File: src/rtl/seq_detector_param.sv
// Runtime-loadable serial pattern detector with a Mealy detect output, a registered copy
// of it, and a saturating match counter. Overlap or non-overlap mode is selectable per cycle.
module seq_detector_param #(
  parameter int                   PATTERN_W   = 4,
  parameter logic [PATTERN_W-1:0] PATTERN_RST = 4'b1001,
  parameter int                   CNT_W       = 8
) (
  input  logic                 clk,
  input  logic                 rst,
  input  logic                 data_in,
  input  logic                 in_valid,
  input  logic                 overlap,
  input  logic [PATTERN_W-1:0] pattern_in,
  input  logic                 pattern_load,
  output logic                 data_out,
  output logic                 match_q,
  output logic [CNT_W-1:0]     match_count,
  output logic [PATTERN_W-1:0] pattern_q
);

  localparam int FILL_W = $clog2(PATTERN_W) + 1;
  localparam logic [FILL_W-1:0] FILL_MAX = FILL_W'(PATTERN_W - 1);
  localparam logic [CNT_W-1:0]  CNT_MAX  = '1;

  logic [PATTERN_W-2:0] hist;
  logic [FILL_W-1:0]    fill;
  logic [PATTERN_W-1:0] shift_word;

  function automatic logic [FILL_W-1:0] sat_fill(input logic [FILL_W-1:0] f);
    return (f == FILL_MAX) ? f : f + 1'b1;
  endfunction

  function automatic logic [CNT_W-1:0] sat_cnt(input logic [CNT_W-1:0] c);
    return (c == CNT_MAX) ? c : c + 1'b1;
  endfunction

  // Candidate window: the held history with the current bit appended as the newest (LSB).
  assign shift_word = {hist, data_in};

  assign data_out = ~rst & in_valid & ~pattern_load & (fill == FILL_MAX) &
                    (shift_word == pattern_q);

  always_ff @(posedge clk) begin
    if (rst) begin
      pattern_q   <= PATTERN_RST;
      hist        <= '0;
      fill        <= '0;
      match_q     <= 1'b0;
      match_count <= '0;
    end else begin
      match_q <= data_out;
      if (data_out)
        match_count <= sat_cnt(match_count);
      if (pattern_load) begin
        pattern_q <= pattern_in;
        fill      <= '0;
      end else if (in_valid) begin
        hist <= shift_word[PATTERN_W-2:0];
        // Non-overlap restarts the window after a hit; hist keeps shifting regardless.
        if (data_out && !overlap)
          fill <= '0;
        else
          fill <= sat_fill(fill);
      end
    end
  end

endmodule

File: config.mk
export PLATFORM = sky130hd
export DESIGN_NAME = seq_detector_param
export DESIGN_NICKNAME = d
export VERILOG_FILES = /design/src/rtl/seq_detector_param.sv
export SDC_FILE = /design/constraint.sdc
export NUM_CORES = 1
export LEC_CHECK = 0
export ABC_AREA = 1
export CAP_MARGIN = 10
export CORE_ASPECT_RATIO = 1.25
export CORE_UTILIZATION = 52
export DETAILED_ROUTE_END_ITERATION = 16
export PLACE_DENSITY = 0.91
export SYNTH_ARGS = -nofsm -noshare
export SYNTH_HDL_FRONTEND = slang
export SYNTH_SLANG_ARGS = --single-unit
File: constraint.sdc
create_clock -name clk -period 2.3 [get_ports clk]
set_input_delay 0.23 -clock clk [delete_from_list [all_inputs] [get_ports clk]]
set_output_delay 0.23 -clock clk [all_outputs]
set_load 0.05 [all_outputs]
# == After elaboration in Yosys (flattened, before gate mapping) ==
# Index checks and enable logic that the tools add are counted.
# totals
inputBits,10
reg_bits,19
elab_cells,26
out_inout_bits,14
# classes
n_reduce_logical,6
eq_ne,4
n_bitwise,7
add_sub_neg,2
muxes,2
# ops
op,count
"8-bit by 1-bit adder with 8-bit output, second input constant",1
"8-bit equality test, second input constant",1
3-bit 2-to-1 mux,2
2-bit AND reduction,3
1-bit AND,4
4-bit equality test,1
"3-bit by 1-bit adder with 3-bit output, second input constant",1
"3-bit by 2-bit equality test with 1-bit output, second input constant",1
1-bit NOT,3
"2-bit inequality test, second input constant",1
2-bit OR reduction,1
1-bit logical AND,1
1-bit logical NOT,1

# == Longest topological paths before layout ==
# Gate-level depths: netlist of run 1.
# logic_depth
ltp_word,8
depth_mapped,9
ltp_nobuf,9

# == Worst setup path after synthesis of run 1 ==
# Ideal clock, no wire load.
# synth_timing
path_type,reg2out
startpoint,register pattern_q[1]
endpoint,output port data_out
path_slack_ps,-390
t_arrival_ps,2460
path_stages_with_launch,5
t_required_ps,2070
path_buffers,0
path_cell_list,dfxtp_1 > inv_1 > nand2_1 > nand2_2 > nor4_1
# synth_via
elab_chain_len,2
# synth_lines
element,line,text
"start, declared",18,output logic [PATTERN_W-1:0] pattern_q
"start signal, assigned",55,pattern_q <= pattern_in;
4-bit equality test,41,(shift_word == pattern_q);
1-bit AND,40,assign data_out = ~rst & in_valid & ~pattern_load & (fill == FILL_MAX) &
"end, declared",15,"output logic data_out,"
# Every way passes these cells.

# == Worst setup path after layout of run 1 ==
# layout_timing
startpoint,register fill[0]
endpoint,output port data_out
# layout_via
elab_chain_len,3
# layout_lines
element,line,text
"start, declared",26,logic [FILL_W-1:0] fill;
"start signal, assigned",63,fill <= sat_fill(fill);
3-bit by 2-bit equality test with 1-bit output,40,
1-bit AND (2 in series),40,
# Every way passes these cells.

==> out/metrics.cfg, run 1 <==
[run_status]
status=finished, final reports clean

[global_routing]
grt_pass1_vias=970
antenna_found_initial=0
gr-usage-all-layers_pct=22.4
grt.met3_usage_pct=2.41
grt_pass1_wl_um=3800
grt_busiest_layer=met2
grt.met2_usage_pct=42.6
gr-total-overflow=0
grt_max_degree=11
met1_usage_pct=23.5

[worst_setup_path]
cp-start-kind=register
critical_path_class=reg2out
end_kind=output port
r2r_cells=9
critical_path_arrival_ns=1.78
crit_required_ns=2.07
path_max_fanout=3

[power_and_ir_drop]
internal-power_uw=452
pwr-share-seq_pct=54.9
vdd_drop_max_mv=0.453
p_sw_uw=181
power_density_nw_per_um2=465
p_leak_uw=0.000545
p_total_uw=633
swShare_pct=28.7
pwr-share-clk_pct=27.1
combPwrFrac_pct=18.0

[drt]
routed_wl_um=2260
drtIter0Drc=24
ant_nets=0
vias=1015
drc_errors=0
firstDrtPassIters=4
post_drt_wl_per_cell_um=12.0
avgViaCountPerCell=5.37

[synth]
yosys_warnings=0
seq_area_frac_synth_pct=35.7
synthTopCellsByArea=dfxtp_1 36%, nand2_1 8.5%, a21oi_1 8.0%
ys_ff_latch=19
synthCells=143
syn_area_um2=1070
yosysTopAreaCell=dfxtp_1
synth_top_area_share_pct=35.7
synth_cell_types=24
avgSynthCellArea_um2=7.45
synthesis.nets=156

[timing]
fin_crit_ns=2.01
fin_skew_ns=0.00245
relSlewSlack_pct=66.2
worst_pin_slew_ns=0.505
fin_crit_sh_pct=87.4
hold_viol_final=0
setup_viol=0
tns_ns=0
drv_slew=0
rsz0062_at_grt=no
fmax_ghz=0.498

[floorplan]
start_util_pct=57.6
boundaryPins=24
die_h_um=52.6
dieArea_um2=2240
core_um2=1850
die_width_um=42.5
rows=17

[placement]
gp_congestion=0.860
placedCellCount=185
place_hpwl_um=1790
io_buffers=23

[cts]
cts.repair.resized=0
cts_tree=done
holdBufCountCts=0
clkSlewWorstSetupHoldPaths_ns=0.10
clkLatencyLatePin_ns=0.30
post_cts_buffers=0
root_buffer=clkbuf_4
cts_buffers=3
cts.htree.levels=1
cts.sinks=19
cts_buffer_depth=2

[cells_and_area]
layout-drive-gt1-share_pct=18.2
area_delta_synth_final_pct=27.7
diodes=0
stdcell_count=189
final_common_cell=nand2_1
nNetsFinal=184
layout_common_cells=24 x nand2_1, 22 x clkdlybuf4s50_1, 19 x dfxtp_1

[run]
cap_violations=0

[worst_hold_path]
holdPathStages=2
hold_class=reg2reg

## sequential cells by signal (all words and copies together), names as in the netlist
name / cells
fill: 3
pattern_q: 4
match_q: 1
match_count: 8
hist: 3
## path summary, 6_finish.rpt
path | start | to | slack (ns)
setup / recovery | fill[0] | data_out | 0.29
hold / removal | hist[0] | hist[0] | 0.50
setup reg to reg | match_count[0] | match_count[3] | 0.69
hold reg to reg | hist[0] | hist[0] | 0.50
## power by group through the flow
stage | logic, uW | registers [uW] | clock network, uW
6_report | 114 | 348 | 172
5_1_grt | 124 | 349 | 189
4_1_cts | 114 | 348 | 177
3_5_place_dp | 113 | 355 | 0
3_3_place_gp | 110 | 355 | 0
2_1_floorplan | 59.0 | 370 | 0
## metal layers
metal	vias up	share of wire, %
met2	27	53
met3	7	3.6
li1	520	-
met4	0	1.9
met5	-	0
met1	461	41
## logic make-up (layout without fill, tap and decap cells)
logic type               count (synthesis)  in the layout  synth area share, %
AND/OR/NAND/NOR                         68             68                 36.4
flip-flops                              19             19                 35.7
buffers and inverters                   23             50                 8.92
XOR/XNOR                                 4              4                 3.29
adder cells (fa/ha/maj)                  3              3                 3.52
AO/OA/AOI/OAI                           26             26                 12.2
## final cells by class
cell class              instances  area [um2]
repair buffers                 25         255
inverters                      21        78.8
well taps                      19        23.8
flip-flops and latches         19         380
clock buffers                   4        26.3
fillers                       140         489
multi-input cells             101         597
## worst max-delay path: stages (launching register included)
cell,delay (ns)
dfxtp_1,0.38
ha_1,0.16
ha_1,0.25
nand3_1,0.15
nor4_2,0.35
buf_12,0.19
## synthesized netlist by cell type
library cell  instances
a21oi_1              17
buf_2                 1
buf_6                 1
dfxtp_1              19
ha_1                  3
inv_1                17
inv_2                 4
nand2_1              24
nand2_2               8
nand2_4               1
nand3_1              13
nand3_2               1
nand3_4               1
nand4_1               1
nand4_2               1
nor2_1                6
nor2_2                2
nor2_4                6
nor3_1                2
nor4_1                2
o21ai_0               8
o21ai_1               1
xnor2_1               2
xor2_1                2
## stage by stage
| step | hold WS (ns) | cell area (um2) | util (%) | setup WS [ns] |
|---|---|---|---|---|
| 2_1_floorplan | 0.330 | 1070 | - | 0.186 |
| 3_3_place_gp | 0.467 | 1340 | 72.1 | 0.340 |
| 3_5_place_dp | 0.477 | 1340 | 72.1 | 0.315 |
| 4_1_cts | 0.496 | 1360 | 73.6 | 0.269 |
| 5_1_grt | 0.511 | 1360 | 73.6 | 0.174 |
| 6_report | 0.499 | 1360 | 73.6 | 0.291 |
(Power assumes the default switching activity.)
==> run 2: changes to the inputs <==
--- a/config.mk
+++ b/config.mk
@@ -8,9 +8,9 @@
 export ABC_AREA = 1
 export CAP_MARGIN = 10
 export CORE_ASPECT_RATIO = 1.25
-export CORE_UTILIZATION = 52
+export CORE_UTILIZATION = 28
 export DETAILED_ROUTE_END_ITERATION = 16
-export PLACE_DENSITY = 0.91
+export PLACE_DENSITY = 0.59
 export SYNTH_ARGS = -nofsm -noshare
 export SYNTH_HDL_FRONTEND = slang
 export SYNTH_SLANG_ARGS = --single-unit
==> constraint.sdc (replaced) <==
create_clock -name clk -period 2.3 [get_ports clk]
set_input_delay 0.23 -clock clk [delete_from_list [all_inputs] [get_ports clk]]
set_output_delay 0.23 -clock clk [all_outputs]
set_load 0.01 [all_outputs]
==> out/metrics.cfg, run 2 (synthesis gave the netlist of run 1 again) <==
[global_routing]
grt_pass1_wl_um=4080  ; +7.3%
gr-usage-all-layers_pct=13.0  ; -9.3 points
antenna_found_initial=0  ; unchanged
grt_pass1_vias=1005  ; +3.6%
grt_max_degree=11  ; unchanged
gr-total-overflow=0  ; unchanged

[timing]
fin_crit_ns=2.18  ; +0.172 ns
hold_viol_final=0  ; unchanged
relSlewSlack_pct=84.6  ; +18 points
worst_pin_slew_ns=0.229  ; -0.276 ns
drv_slew=0  ; unchanged
fmax_ghz=0.458  ; -7.9%
fin_crit_sh_pct=94.8  ; +7.5 points
setup_viol=0  ; unchanged
tns_ns=0  ; unchanged
rsz0062_at_grt=no
fin_skew_ns=0.00327  ; +0.000816 ns

[drt]
vias=1004  ; -1.1%
routed_wl_um=2370  ; +4.6%
post_drt_wl_per_cell_um=11.2  ; -6.7%
met3_length_um=108  ; +32%
wl_met1_um=953  ; +1.8%
ant_nets=0  ; unchanged
dr_wl_met2_um=1210  ; +0.75%
drc_errors=3  ; +3
highest_layer=met4
drtIter0Drc=39  ; +63%
firstDrtPassIters=10  ; +6
avgViaCountPerCell=4.74  ; -12%

[cells_and_area]
nNetsFinal=187  ; +1.6%
top_register=match_count
largest_register_ffs=8  ; unchanged
final_common_cell=nand2_1
area_delta_synth_final_pct=32.6
diodes=0  ; unchanged
final_area_um2=1410  ; +3.9%
n_fill_cell=375  ; +170%
layout_common_cells=24 x nand2_1, 23 x clkdlybuf4s50_1, 19 x dfxtp_1
layout-drive-gt1-share_pct=19.1  ; +0.84 points
reg_top3=match_count: 8 flops, pattern_q: 4 flops

[cts]
post_cts_buffers=0  ; unchanged
cts_buffer_depth=2  ; unchanged
clkSlewWorstSetupHoldPaths_ns=0.07  ; -0.03 ns
cts.htree.levels=1  ; unchanged
cts.sinks=19  ; unchanged
clkLatencyLatePin_ns=0.26  ; -0.04 ns
root_buffer=clkbuf_8
holdBufCountCts=0  ; unchanged
cts_buffers=3  ; unchanged
cts_tree=done

[run_status]
status=finished, violations left
failed_checks=DRC

[worst_setup_path]
cpPeakStageDelay_ns=0.58  ; +0.20 ns
critical_path_class=reg2out
path_max_fanout=3  ; unchanged
critical_path_arrival_ns=1.95  ; +0.17 ns
cp-start-kind=register
cp_slowest_cell=clkdlybuf4s50_1
worstPathCellList=ha_1 > ha_2 > nand3_1 > nor4_1 > clkdlybuf4s50_1
end_kind=output port
crit_required_ns=2.07  ; about the same

[placement]
placed_cell_area_um2=1370  ; +2.3%
place_hpwl_um=1900  ; +6.0%
gp_congestion=0.763  ; -11%
io_buffers=23  ; unchanged

[floorplan]
start_util_pct=29.8  ; -28 points
dieArea_um2=4060  ; +82%
die_h_um=71.0  ; +35%
boundaryPins=24  ; unchanged
rows=24  ; +7
core_um2=3570  ; +93%
die_width_um=57.2  ; +35%

[power_and_ir_drop]
p_leak_uw=0.000561  ; +2.9%
power_density_nw_per_um2=484  ; +4.1%
vdd_drop_max_mv=0.207  ; -54%

[worst_hold_path]
hold_class=reg2reg

[run]
cap_violations=0  ; unchanged

## run 2: changes by cell type in the layout (fill, tap and decap cells not counted)
cell | previous run | this run
buf_12 | 1 | 0
buf_4 | 2 | 5
clkbuf_4 | 3 | 0
clkbuf_8 | 0 | 3
clkdlybuf4s50_1 | 22 | 23
ha_1 | 3 | 2
ha_2 | 0 | 1
nor4_1 | 1 | 2
nor4_2 | 1 | 0
## run 2: layer usage
layer / track usage, % / vias up
met1: 13.2 / 444
li1: - / 523
met2: 23.1 / 28
met3: 2.93 / 9
met5: 0 / -
met4: 9.49 / 0
## run 2: worst max-delay path: cells and delay by family (launching register included)
family	cells	cell delay, ns
buffers and inverters	1	0.58
adders and majority gates	2	0.38
DFF	1	0.36
and+or+nand+nor	2	0.36
## run 2: layout make-up
class	count	area, um2	area share, %
Sequential cell	19	380	26.9
Clock buffer	4	45.0	3.19
Timing Repair Buffer	28	268	18.9
Tap cell	39	48.8	3.45
Inverter	21	78.8	5.58
Multi-Input combinational cell	101	593	41.9
## run 2: power by group
part | leakage [uW] | switching, uW | internal, uW
registers | 0.000155 | 7.83 | 339
logic | 0.000383 | 54.5 | 47.8
clock network | 0.0000228 | 111 | 123
total | 0.000561 | 174 | 511
## run 2: path summary, 6_finish.rpt
path	cells past startpoint	slack (ns)	endpoint	start
worst max-delay path	5	0.12	data_out	fill[0]
worst min register to register	2	0.48	hist[2]	hist[2]
worst max register to register	9	0.72	match_count[7]	match_count[0]
worst min-delay path	2	0.48	hist[2]	hist[2]
## run 2: stage by stage
step                hold slack (ns)  instances  total power, uW  util [%]  worst slack, ns
finish                        0.482        212              684      39.6            0.119
global route                  0.520        212              719      39.6           0.0213
CTS                           0.489        212              698      39.5           0.0422
detailed placement            0.478        208              458      38.2            0.215
global placement              0.462        208              456      38.2            0.264
floorplan                     0.330        143              414         -            0.843
## run 2: what timing repair did
action	CTS	global route
endpoints found under the hold margin	0	0
endpoints found under the setup margin	0	1
resized for setup	0	1
==> run 3: changes to the inputs <==
--- a/config.mk
+++ b/config.mk
@@ -10,6 +10,7 @@
 export CORE_ASPECT_RATIO = 1.25
 export CORE_UTILIZATION = 28
 export DETAILED_ROUTE_END_ITERATION = 16
+export GPL_TIMING_DRIVEN = 0
 export PLACE_DENSITY = 0.59
 export SYNTH_ARGS = -nofsm -noshare
 export SYNTH_HDL_FRONTEND = slang
==> out/metrics.cfg, run 3 (synthesis gave the netlist of run 1 again) <==
[power_and_ir_drop]
p_leak_uw=0.000567  ; +0.97%
vdd_drop_max_mv=0.343  ; +66%
power_density_nw_per_um2=493  ; +1.8%

[timing]
drv_slew=0  ; unchanged
fmax_ghz=0.558  ; +22%
worst_slack_ns=0.507  ; +0.389 ns
worst_pin_slew_ns=0.270  ; +0.0411 ns
hold_viol_final=0  ; unchanged
rsz0062_at_grt=no
relSlewSlack_pct=81.9  ; -2.7 points
setup_viol=0  ; unchanged
fin_crit_sh_pct=77.9  ; -17 points
fin_crit_ns=1.79  ; -0.389 ns
fin_skew_ns=0.00121  ; -0.00205 ns

[drt]
firstDrtPassIters=10  ; unchanged
drc_errors=6  ; +3
routed_wl_um=2300  ; -2.7%
post_drt_wl_per_cell_um=11.1  ; -0.36%
vias=984  ; -2.0%
drtIter0Drc=51  ; +31%
ant_nets=0  ; unchanged
avgViaCountPerCell=4.75  ; +0.38%

[worst_setup_path]
end_kind=output port
cp_num_cells=5  ; unchanged
timing.rr.end=match_count[3]
r2r_setup_slack_ns=0.73  ; about the same
cp-start-kind=register
r2r_cells=9  ; unchanged
crit_family=adder cells
crit_start=fill[0]
rr_startpoint=match_count[0]
critical_path_arrival_ns=1.56  ; -0.39 ns
cp_slowest_cell=dfxtp_1
critical_path_class=reg2out
critPathBufInv=1  ; unchanged
path_max_fanout=3  ; unchanged
cpPeakStageDelay_ns=0.37  ; -0.21 ns
crit_required_ns=2.07  ; about the same
worstPathCellList=ha_1 > ha_2 > nand3_1 > nor4_2 > dlymetal6s2s_1
endpoint=data_out

[cells_and_area]
stdcell_count=207  ; -2.4%
postLayoutCoreUtil_pct=38.7  ; -0.84 points
n_fill_cell=378  ; +0.80%
multi_input_area_um2=599  ; +1.1%
layout-drive-gt1-share_pct=19.0  ; -0.028 points
final_common_cell=nand2_1
area_delta_synth_final_pct=29.8
reg_top3=match_count: 8 flops, pattern_q: 4 flops
ff_latch_area_um2=380  ; unchanged
largest_register_ffs=8  ; unchanged
nNetsFinal=182  ; -2.7%
layout_common_cells=24 x nand2_1, 19 x dfxtp_1, 19 x clkdlybuf4s50_1
top_register=match_count
diodes=0  ; unchanged

[cts]
root_buffer=clkbuf_8
cts.htree.levels=1  ; unchanged
cts_tree=done
cts.sinks=19  ; unchanged
holdBufCountCts=0  ; unchanged
post_cts_buffers=0  ; unchanged
clkSlewWorstSetupHoldPaths_ns=0.07  ; about the same
cts_buffers=3  ; unchanged
cts_buffer_depth=2  ; unchanged
clkLatencyLatePin_ns=0.26  ; about the same

[global_routing]
antenna_found_initial=0  ; unchanged
grt_pass1_vias=952  ; -5.3%
gr-total-overflow=0  ; unchanged
grt_pass1_wl_um=3910  ; -4.0%
gr-usage-all-layers_pct=12.5  ; -0.56 points
grt_max_degree=11  ; unchanged

[floorplan]
die_width_um=57.2  ; unchanged
rows=24  ; unchanged
core_um2=3570  ; unchanged
dieArea_um2=4060  ; unchanged
boundaryPins=24  ; unchanged
die_h_um=71.0  ; unchanged
start_util_pct=29.8  ; unchanged

[run]
cap_violations=0  ; unchanged

[run_status]
status=finished, violations left
failed_checks=DRC

[placement]
place_hpwl_um=1750  ; -7.9%
dp_slack_ns=-0.00495  ; -0.220 ns
placedCellCount=203  ; -2.4%
io_buffers=21  ; -8.7%
gp_congestion=0.766  ; +0.45%

[worst_hold_path]
hold_class=in2reg

## run 3: cell types whose count changed in the layout (fill, tap and decap cells not counted), sizes merged
cell	delta
dlymetal6s2s	+2
buf	-3
clkdlybuf4s50	-4
## run 3: power by group
part | internal [uW] | leakage (uW) | switching [uW] | total (uW)
combinational | 41.6 | 0.000389 | 53.1 | 94.7
clock | 123 | 0.0000228 | 116 | 240
sequential | 339 | 0.000155 | 7.96 | 347
total | 504 | 0.000567 | 177 | 682
## run 3: timing repair
action | in CTS | in global routing
pin swaps | 0 | 0
endpoints found under the hold margin | 0 | 0
resized for setup | 1 | 4
setup endpoints to repair | 1 | 1
## run 3: worst reg2reg max path: cells and delay by family (launching register included)
kind	cells	cell delay (ns)
compound gates	1	0.13
fa+ha+maj	1	0.24
buf+inv	1	0.10
flops	1	0.40
simple gates	6	0.63
## run 3: how the worst min path moves through the flow
stage,slack (ns),startpoint,cells after the start,endpoint
5_1_grt,0.18,rst,2,match_count[5]
2_1_floorplan,0.33,pattern_load,1,pattern_q[3]
3_3_place_gp,0.46,rst,2,match_count[5]
3_5_place_dp,0.46,rst,2,match_count[7]
6_report,0.19,rst,2,match_count[7]
4_1_cts,0.18,rst,2,match_count[7]
## run 3: final cells by class
type | instances | share of cell area [%]
buffer | 2 | 1.18
clock buffer | 4 | 3.25
inverter | 21 | 5.70
multi-input combinational | 101 | 43.3
sequential | 19 | 27.5
tap | 39 | 3.53
timing repair buffer | 21 | 15.6
## run 3: stage by stage
stage | TNS [ns] | power [uW] | hold WS, ns | area [um2]
3_3_place_gp | 0 | 448 | 0.461 | 1330
3_5_place_dp | -0.00495 | 450 | 0.464 | 1330
5_1_grt | 0 | 719 | 0.179 | 1380
2_1_floorplan | 0 | 414 | 0.330 | 1070
4_1_cts | 0 | 690 | 0.180 | 1370
6_report | 0 | 682 | 0.187 | 1380
## run 3: per-layer routing
metal	GRT usage [%]	vias to the layer above	wire length, um
met5	0	-	0
met2	20.7	29	1080
li1	-	519	-
met4	8.94	0	52
met3	2.93	6	130
met1	13.9	430	1030
